### config.mk
export PLATFORM = sky130hd
export DESIGN_NAME = fb_scanout
export DESIGN_NICKNAME = d
export VERILOG_FILES = /design/src/rtl/fb_scanout.sv
export SDC_FILE = /design/constraint.sdc
export NUM_CORES = 1
export LEC_CHECK = 0
export ABC_AREA = 0
export ABC_CLOCK_PERIOD_IN_PS = 3150
export BUFFER_PORTS_ARGS = -buffer_cell sky130_fd_sc_hd__buf_2
export CAP_MARGIN = 25
export CORE_MARGIN = 2
export CORE_UTILIZATION = 40
export DETAILED_ROUTE_END_ITERATION = 10
export PLACE_DENSITY = 0.64
export SLEW_MARGIN = 20
export SYNTH_ARGS = -nofsm -noshare
export SYNTH_HDL_FRONTEND = slang
export SYNTH_SLANG_ARGS = --single-unit
### constraint.sdc
create_clock -name clk -period 3.15 [get_ports clk]
set_clock_uncertainty 0.15 [all_clocks]
set_input_delay 0.1575 -clock clk [delete_from_list [all_inputs] [get_ports clk]]
set_output_delay 0.1575 -clock clk [all_outputs]
set_load 0.1 [all_outputs]
### src/rtl/fb_scanout.sv
// fb_scanout: 640x480@60 VGA timing from a 50 MHz clock, scanning a 320x240 3-bit framebuffer
// through a 1-cycle synchronous-read port with 2x pixel doubling in x and y.
module fb_scanout #(
    parameter int H_VIS  = 640,
    parameter int H_FP   = 16,
    parameter int H_SW   = 96,
    parameter int H_BP   = 48,
    parameter int V_VIS  = 480,
    parameter int V_FP   = 10,
    parameter int V_SW   = 2,
    parameter int V_BP   = 33,
    parameter int FB_W   = 320,
    parameter int ADDR_W = 17
) (
    input  logic              clk,
    input  logic              reset,
    input  logic              enable,
    output logic [ADDR_W-1:0] rd_addr,
    input  logic [2:0]        rd_data,
    output logic [9:0]        vga_r,
    output logic [9:0]        vga_g,
    output logic [9:0]        vga_b,
    output logic              vga_hs,
    output logic              vga_vs,
    output logic              vga_blank_n,
    output logic              vga_sync_n,
    output logic              vga_clk,
    output logic              frame_start,
    output logic              vblank
);
    localparam logic [9:0] H_END   = 10'(H_VIS + H_FP + H_SW + H_BP - 1);
    localparam logic [9:0] V_END   = 10'(V_VIS + V_FP + V_SW + V_BP - 1);
    localparam logic [9:0] HS_BEG  = 10'(H_VIS + H_FP);
    localparam logic [9:0] HS_END  = 10'(H_VIS + H_FP + H_SW - 1);
    localparam logic [9:0] VS_BEG  = 10'(V_VIS + V_FP);
    localparam logic [9:0] VS_END  = 10'(V_VIS + V_FP + V_SW - 1);
    localparam logic [9:0] H_VIS_L = 10'(H_VIS);
    localparam logic [9:0] V_VIS_L = 10'(V_VIS);

    typedef enum logic {S_IDLE, S_RUN} state_t;

    state_t            r_state, w_state_nxt;
    logic              r_phase;
    logic [9:0]        r_h, r_v, w_h_nxt, w_v_nxt;
    logic              w_tick, w_eol, w_eof, w_vis, w_hs, w_vs, w_to_idle;
    logic [ADDR_W-1:0] w_row, w_col, w_addr, r_addr;
    logic              r_d_hs, r_d_vs, r_d_vis;
    logic              r_hs, r_vs, r_blank_n, r_frame_start, r_vblank;
    logic [2:0]        r_rgb;

    assign w_tick    = (r_state == S_RUN) && r_phase;
    assign w_eol     = r_h == H_END;
    assign w_eof     = w_eol && (r_v == V_END);
    assign w_vis     = (r_h < H_VIS_L) && (r_v < V_VIS_L);
    assign w_hs      = !((r_h >= HS_BEG) && (r_h <= HS_END));
    assign w_vs      = !((r_v >= VS_BEG) && (r_v <= VS_END));
    assign w_to_idle = (r_state == S_RUN) && (w_state_nxt == S_IDLE);
    assign w_row     = ADDR_W'(r_v[9:1]);
    assign w_col     = ADDR_W'(r_h[9:1]);

    // Row stride of 320 = 256 + 64, so the address needs only shifts and adds.
    generate
        if (FB_W == 320) begin : g_shift
            assign w_addr = (w_row << 8) + (w_row << 6) + w_col;
        end else begin : g_generic
            assign w_addr = w_row * ADDR_W'(FB_W) + w_col;
        end
    endgenerate

    always_comb begin
        w_state_nxt = r_state;
        w_h_nxt     = r_h;
        w_v_nxt     = r_v;
        if (r_state == S_IDLE) begin
            w_state_nxt = enable ? S_RUN : S_IDLE;
        end else if (w_tick) begin
            w_h_nxt     = w_eol ? 10'd0 : r_h + 10'd1;
            w_v_nxt     = w_eof ? 10'd0 : (w_eol ? r_v + 10'd1 : r_v);
            w_state_nxt = (w_eof && !enable) ? S_IDLE : S_RUN;
        end
    end

    // Stage 1 issues the address and latches syncs for (h,v); stage 2 one tick later
    // drives the pins with rd_data, keeping colour and syncs aligned.
    always_ff @(posedge clk) begin
        if (reset) begin
            r_state       <= S_IDLE;
            r_phase       <= 1'b0;
            r_h           <= '0;
            r_v           <= '0;
            r_addr        <= '0;
            r_d_hs        <= 1'b1;
            r_d_vs        <= 1'b1;
            r_d_vis       <= 1'b0;
            r_hs          <= 1'b1;
            r_vs          <= 1'b1;
            r_blank_n     <= 1'b0;
            r_rgb         <= '0;
            r_frame_start <= 1'b0;
            r_vblank      <= 1'b1;
        end else begin
            r_state       <= w_state_nxt;
            r_phase       <= (r_state == S_RUN) ? ~r_phase : 1'b0;
            r_h           <= w_h_nxt;
            r_v           <= w_v_nxt;
            r_frame_start <= w_tick && (r_h == 10'd0) && (r_v == 10'd0);
            r_vblank      <= (w_state_nxt == S_IDLE) || (w_v_nxt >= V_VIS_L);
            if (w_tick) begin
                if (w_vis) r_addr <= w_addr;
                r_d_hs    <= w_hs;
                r_d_vs    <= w_vs;
                r_d_vis   <= w_vis;
                r_hs      <= r_d_hs;
                r_vs      <= r_d_vs;
                r_blank_n <= r_d_vis;
                r_rgb     <= r_d_vis ? rd_data : 3'b000;
            end
            if (w_to_idle) begin
                r_d_hs    <= 1'b1;
                r_d_vs    <= 1'b1;
                r_d_vis   <= 1'b0;
                r_hs      <= 1'b1;
                r_vs      <= 1'b1;
                r_blank_n <= 1'b0;
                r_rgb     <= '0;
            end
        end
    end

    assign rd_addr     = r_addr;
    assign vga_r       = {10{r_rgb[2]}};
    assign vga_g       = {10{r_rgb[1]}};
    assign vga_b       = {10{r_rgb[0]}};
    assign vga_hs      = r_hs;
    assign vga_vs      = r_vs;
    assign vga_blank_n = r_blank_n;
    assign vga_sync_n  = 1'b0;
    assign vga_clk     = r_phase;
    assign frame_start = r_frame_start;
    assign vblank      = r_vblank;
endmodule

==> results of run 1 <==
power groups by stage:
stage / clock network (mW) / logic, mW / registers [mW]
after floorplan: 0 / 0.0377 / 0.683
after global placement: 0 / 0.0769 / 0.657
after detailed placement: 0 / 0.0776 / 0.657
after CTS: 0.368 / 0.0815 / 0.643
after global routing: 0.394 / 0.0860 / 0.644
final: 0.354 / 0.0814 / 0.642
cell type report:
cell class	count	share of cell area, %
multi-input cells	244	49.1
flip-flops and latches	50	30.9
repair buffers	72	12.5
well taps	99	3.83
clock buffers	7	2.36
inverters	11	1.28
worst min-delay path by stage:
stage / startpoint / endpoint / slack (ps) / depth (start not counted)
2_1_floorplan: enable / r_state / 130 / 2
3_3_place_gp: enable / r_state / 270 / 3
3_5_place_dp: enable / r_state / 270 / 3
4_1_cts: reset / r_v[1] / 280 / 2
5_1_grt: reset / r_v[1] / 330 / 2
6_report: reset / r_v[1] / 300 / 2
flip-flops by register name, indices dropped and copies added, names as in the netlist:
signal and count:
vga_blank_n 1, r_d_hs 1, r_d_vs 1, r_rgb 3, r_d_vis 1, r_h 10, r_state 1, vga_vs 1
rd_addr 17, r_v 10, vga_clk 1, frame_start 1, vga_hs 1, vblank 1
through the flow:
stage	cells	setup slack [ps]	utilization, %	power [mW]	cell area, µm²
after floorplan	347	332	-	0.721	2910
final	483	182	45.4	1.08	3240
after CTS	483	228	45.4	1.09	3240
after detailed placement	472	229	43.7	0.735	3120
after global placement	472	295	43.7	0.734	3120
after global routing	483	48.3	45.4	1.12	3240
cell usage in the layout (no fill, tap or decap), drive strengths merged, types with 9 or more instances in the layout:
master and instances:
a21oi 31, buf 68, dfxtp 50, ha 21, inv 11, nand2 44, nand3 16, nand4 9
nor2 20, nor3 16, xor2 9
cells by family after synthesis:
| group | synth area share (%) |
|---|---|
| and+or+nand+nor | 25.3 |
| AOI/OAI and AO/OA | 14.6 |
| buffers and inverters | 11.0 |
| DFF | 34.4 |
| other | 0.129 |
| xor gates and xnor gates | 4.21 |
| adders and majority gates | 10.4 |
routing by layer:
layer  share of wire [%]  GRT usage [%]
met1                  46           21.3
met4                 1.5           6.38
met5                   0              0
met2                  50           27.9
met3                 2.8           3.51
==> results.ini, run 1 <==
[run_status]
status=completed

[power]
seqPwrFrac_pct=59.6
power_switching_mw=0.269
ir_drop_uv=149
p_leak_nw=1.45
p_int_mw=0.808
p_clk_share_pct=32.8
swShare_pct=25.0
power_density_mw_per_mm2=333
combPwrFrac_pct=7.6

[die]
die_area_mm2=0.00798
die_w_um=89.3
row_count=31
initial_core_util_pct=40.8
die_h_um=89.3
coreArea_mm2=0.00714
io_pins=60

[yosys]
ys_ff_latch=50
netlist_area_mm2=0.00291
yosysTopAreaCell=dfxtp_1
async_reset_ff_share_pct=0
synth-edff-count=0
ys.flop_type=dfxtp_1
synth_top_cell_area_share_pct=34.4
synthTopCellsByCount=dfxtp_1, nand2_1, a21oi_1
ys_top_cells_by_area=dfxtp_1, ha_1, buf_4
syn-num-nets=376
yosysWarnings=0
synthDistinctLibCells=54
synth-seq-area-share_pct=34.4
synth.most_common_cell=dfxtp_1
syn-instance-count=347
synth.avg_cell_area_um2=8.39

[sta]
finalSetupTns_ps=0
final_max_slew_viol_count=0
fin_crit_ps=2970
max_slew.worst_pin.slew_ps=859
period_share_pct=94.2
fmax_ghz=0.337
hold_viol_final=0
setup_violations=0
rsz0062_at_grt=no
hold_slack_ps=298
max_slew_margin_pct=42.7

[critical_path]
cp-end-kind=register
r2r-start=r_h[8]
crit_family=compound AO/OA/AOI/OAI gates
r2r_slack_ps=180
max_stage_delay_ps=520
startpoint=r_h[8]
arrival_ps=3010
worstSetupPathType=reg -> reg
cp_num_cells=8
path_buf_inv=0
cpMostUsedCell=ha_1
critPathLaunchType=register
crit_end=rd_addr[15]
worstPathMaxFanout=8
r2r_end=rd_addr[15]
path_cells=ha_1, ha_1, fa_1, a21o_1, a211o_1, a2111oi_0, nor3_1, nand3b_1
rr_worst_depth=8
crit_required_ps=3200
cp_slowest_cell=a2111oi_0

[drt]
drt-total-wl_um=6410
drt-initial-drc-count=105
firstDrtPassIters=4
drc=0
antenna_left=0
viasPerCell=5.15
via_count=2489
wl_per_cell_um=13.3

[cts]
clk_pin_slew_ps=90
numCtsBuffers=5
cts_tree=done
htree_levels=2
cts.repair.resized=0
ctsHoldBuffers=4
post_cts_buffers=0
clockBufferDepth=2
root_buffer=clkbuf_8
clock-sinks=50
clock_latency_ps=310

[global_routing]
track_usage_pct=16.8
grt_pass1_wl_um=10400
antenna_found_initial=0
grt_remaining_overflow=0
grt_pass1_vias=2266
grt_max_degree=49

[cells_and_area]
nNetsFinal=413
diodes=0
fill_cells=767
area_growth_pct=11.2
drive_above_1_share_pct=21.1
seq_area_mm2=0.00100
multi_input_area_mm2=0.00159

[placement]
dp_hpwl_um=4610
io_buffers=58
place_congestion=0.850

[job]
max-cap-violations=0

[min_path]
hp-class=in -> reg

(Power assumes the default switching activity.)
==> inputs of run 2 (changes only) <==
CTS_CLUSTER_SIZE = 28   (was not set)
RECOVER_POWER = 100   (was not set)
==> run 2 against run 1 <==
Against the previous run:
- the flow now finishes with violations (capacitance limit, slew limit)
- worst hold slack better by 4.6 ps
- worst setup slack improved by 29 ps
- first-iteration DRC count is 16% higher
- utilization decreased by 1.6 points
- sequential share of layout area rose by 1.1 points
- critical path type unchanged
- critical endpoint unchanged
==> results.ini, run 2 (synthesis results as in run 1) <==
[run_status]
status=complete, but fails checks
violations=capacitance limit, slew limit

[cells_and_area]
layout_commonest_cell=clkbuf_1
final_util_pct=43.7
fin_area_mm2=0.00312
layout_common_cells=clkbuf_1, dfxtp_1, nand2_1
final_cell_count_no_fill=483
fill_cells=793
nNetsFinal=413
diodes=0
largest_reg_flops=17
area_growth_pct=7.22
drive_above_1_share_pct=4.69

[critical_path]
cp-end-kind=register
worstPathMaxFanout=8
critPathLaunchType=register
crit_required_ps=3200
worstSetupPathType=reg -> reg
arrival_ps=2990

[global_routing]
grt_pass1_vias=2266
grt_max_degree=49
track_usage_pct=16.8
grt_pass1_wl_um=10400
antenna_found_initial=0
grt_remaining_overflow=0

[drt]
viasPerCell=5.13
firstDrtPassIters=4
wl_per_cell_um=13.4
drc=0
via_count=2477
antenna_left=0
drt-initial-drc-count=122
drt-total-wl_um=6470

[placement]
dp_slack_ps=229
io_buffers=58
dp_hpwl_um=4610
place_congestion=0.850
placedInstanceArea_mm2=0.00312
dp.cells=472

[power]
p_leak_nw=1.19
finalPower_mw=1.08
power_density_mw_per_mm2=345
ir_drop_uv=147

[die]
die_w_um=89.3
io_pins=60
die_h_um=89.3
initial_core_util_pct=40.8
row_count=31
die_area_mm2=0.00798
coreArea_mm2=0.00714

[sta]
max_slew.worst_pin.slew_ps=2030
max_slew_margin_pct=-35.2
final_max_slew_viol_count=49
hold_viol_final=0
fin_crit_ps=2940
finalSetupTns_ps=0
rsz0062_at_grt=no
setup_violations=0
fmax_ghz=0.340
hold_slack_ps=303
period_share_pct=93.3
fin_ws_ps=211

[cts]
cts_tree=done
htree_levels=2
clock_latency_ps=310
clockBufferDepth=2
root_buffer=clkbuf_8
clock-sinks=50
clk_pin_slew_ps=90
numCtsBuffers=5

[min_path]
hp-class=reg -> reg

[job]
max-cap-violations=1

## run 2: final timing paths
check | from | end | depth (start not counted) | slack [ps]
max | r_h[8] | rd_addr[15] | 8 | 210
min | rd_addr[11] | rd_addr[11] | 2 | 300
max reg2reg | r_h[8] | rd_addr[15] | 8 | 210
min reg2reg | rd_addr[11] | rd_addr[11] | 2 | 300
## run 2: per-layer routing
metal	global-route usage (%)	vias to the layer above	part of all wire, %
met5	0	-	0
met3	3.51	8	3.2
met1	21.3	1150	46
met2	27.9	43	49
li1	-	1276	-
met4	6.38	0	1.6
## run 2: final cells by class
| cell class | count | area, µm² | area share, % |
|---|---|---|---|
| multi-input combinational | 244 | 1560 | 50.0 |
| sequential | 50 | 1000 | 32.1 |
| timing repair buffer | 72 | 319 | 10.2 |
| tap | 99 | 124 | 3.97 |
| clock buffer | 7 | 76.3 | 2.44 |
| inverter | 11 | 41.3 | 1.32 |
## run 2: worst max-delay path: stages (launching register included)
cell	delay, ps
dfxtp_1	470
ha_1	280
ha_1	230
fa_1	410
a21o_1	210
a211o_1	300
a2111oi_0	500
nor3_1	110
nand3b_1	180
## run 2: what timing repair did
item,in CTS,in global routing
hold buffers,4,0
buffers inserted,0,0
endpoints found under the hold margin,4,0
gates resized for setup,0,0
## run 2: where the power goes
part	internal, mW	leakage [nW]	total, mW	switching, mW
Sequential	0.638	0.404	0.643	0.00473
Combinational	0.0158	0.748	0.0800	0.0643
Clock	0.153	0.0383	0.356	0.202
Total	0.807	1.19	1.08	0.271
==> inputs of run 3 (changes only) <==
ABC_CLOCK_PERIOD_IN_PS = 2500   (was 3150)
PLACE_DENSITY = 0.67   (was 0.64)
REMOVE_ABC_BUFFERS = 1   (was not set)
clock period = 2.5 ns   (was 3.15 ns; I/O delays follow)
==> run 3 against run 2 <==
Against the previous run:
- the run ends with setup timing left
- worst setup slack worse by 360 ps
- worst hold slack worse by 160 ps
- design area is 10% higher
- sequential share of layout area is 2.8 points lower
- count of clock-buffer cells in the layout is 2 lower
- largest cell class unchanged
==> results.ini, run 3 (synthesis results as in run 1) <==
[cts]
clockBufferDepth=2
htree_levels=2
clk_pin_slew_ps=100
numCtsBuffers=5
clock-sinks=50
clock_latency_ps=310
cts_tree=done
root_buffer=clkbuf_8

[global_routing]
grt_remaining_overflow=0
grt_max_degree=36
antenna_found_initial=0
grt_pass1_wl_um=10400
grt_pass1_vias=2305
track_usage_pct=16.5

[placement]
dp_slack_ps=-330
dp_hpwl_um=4660
place_congestion=0.840
io_buffers=58
placedInstanceArea_mm2=0.00326

[critical_path]
worstSetupPathType=reg -> reg
r2r_end=rd_addr[14]
cpMostUsedCell=a2111o_1
crit_required_ps=2600
r2r_slack_ps=-150
cp-end-kind=register
r2r-start=r_h[9]
cp_slowest_cell=fa_1
rr_worst_depth=7
arrival_ps=2750
path_cells=fa_1, ha_1, a21o_1, a211o_1, a2111o_1, a2111o_1, nand3_1
max_stage_delay_ps=580
worstPathMaxFanout=2
critPathLaunchType=register

[sta]
max_slew.worst_pin.slew_ps=1180
rsz0062_at_grt=yes
hold_viol_final=0
max_slew_margin_pct=22.0
fin_crit_ps=2650
period_share_pct=106
fin_ws_ps=-149
setup_violations=3
final_max_slew_viol_count=0
finalSetupTns_ps=-321
fmax_ghz=0.378

[die]
die_h_um=89.3
die_area_mm2=0.00798
row_count=31
die_w_um=89.3
initial_core_util_pct=40.8
io_pins=60
coreArea_mm2=0.00714

[cells_and_area]
layout_commonest_cell=clkbuf_1
nNetsFinal=436
layout_common_cells=clkbuf_1, dfxtp_1, nand2_1
fill_cells=738
largest_reg_flops=17
drive_above_1_share_pct=15.7
area_growth_pct=18.3
fin_area_mm2=0.00344
diodes=0

[min_path]
min_from=reset
hp-class=in -> reg
holdPathEnd=r_v[0]
hold_depth=2

[run_status]
violations=setup timing
status=complete, but fails checks

[drt]
viasPerCell=5.17
drt-initial-drc-count=151
wl_per_cell_um=12.7
antenna_left=0
via_count=2622
drc=0
drt-total-wl_um=6430
firstDrtPassIters=5

[power]
ir_drop_uv=243
power_density_mw_per_mm2=439
p_leak_nw=1.35

[job]
max-cap-violations=0

-- run 3: cell types whose count changed in the layout (fill, tap and decap cells not counted), sizes merged --
cell | before | now
inv | 11 | 12
clkinvlp | 0 | 1
bufinv | 0 | 1
clkbuf | 66 | 59
buf | 9 | 37
-- run 3: cell type report --
type | count | area (µm²) | share of cell area [%]
multi-input combinational | 244 | 1640 | 47.6
sequential | 50 | 1010 | 29.2
timing repair buffer | 95 | 515 | 15.0
tap | 99 | 124 | 3.60
clock buffer | 5 | 68.8 | 2.00
clock inverter | 3 | 48.8 | 1.42
inverter | 11 | 41.3 | 1.20
-- run 3: where the power goes --
group	switching, mW	internal (mW)	total, mW	leakage, nW
clock	0.292	0.305	0.597	0.0563
combinational	0.0808	0.0225	0.103	0.891
sequential	0.00605	0.804	0.810	0.406
total	0.379	1.13	1.51	1.35
-- run 3: metrics by stage --
| step | hold slack (ps) | cells | util, % | power [mW] |
|---|---|---|---|---|
| detailed placement | 229 | 491 | 45.7 | 0.928 |
| CTS | 146 | 503 | 48.0 | 1.53 |
| finish | 147 | 507 | 48.2 | 1.51 |
| floorplan | 44.1 | 305 | - | 0.896 |
| global placement | 235 | 491 | 45.7 | 0.928 |
| global route | 165 | 507 | 48.2 | 1.56 |
-- run 3: worst max-delay path: cells and delay by family, from the launching register on --
family	cells	cell delay [ps]
flops	1	340
compound gates	4	1210
fa+ha+maj	2	820
simple gates	1	80
-- run 3: how the worst max path moves through the flow --
stage / startpoint / endpoint / slack (ps) / cells past startpoint
3_5_place_dp: r_h[9] / rd_addr[15] / -330 / 7
6_report: r_h[9] / rd_addr[14] / -150 / 7
5_1_grt: r_h[9] / rd_addr[14] / -230 / 7
2_1_floorplan: r_rgb[0] / r_rgb[0] / -4850 / 2
4_1_cts: r_v[3] / rd_addr[14] / -220 / 7
3_3_place_gp: r_h[9] / rd_addr[15] / -300 / 7
-- run 3: metal layers --
metal,share of wire [%],global-route usage (%),vias up,wire (µm)
met5,0,0,-,0
met4,1.4,5.02,0,88
met3,5.0,2.86,10,323
met2,47,27.3,82,3010
met1,47,22.1,1202,3010
li1,-,-,1328,-
-- run 3: repair_timing --
| action | CTS | global route |
|---|---|---|
| hold buffers | 4 | 0 |
| resized for setup | 3 | 15 |
| buffers inserted | 0 | 4 |
| endpoints found under the setup margin | 3 | 5 |
| pin swaps | 5 | 11 |
| hold endpoints to repair | 4 | 0 |
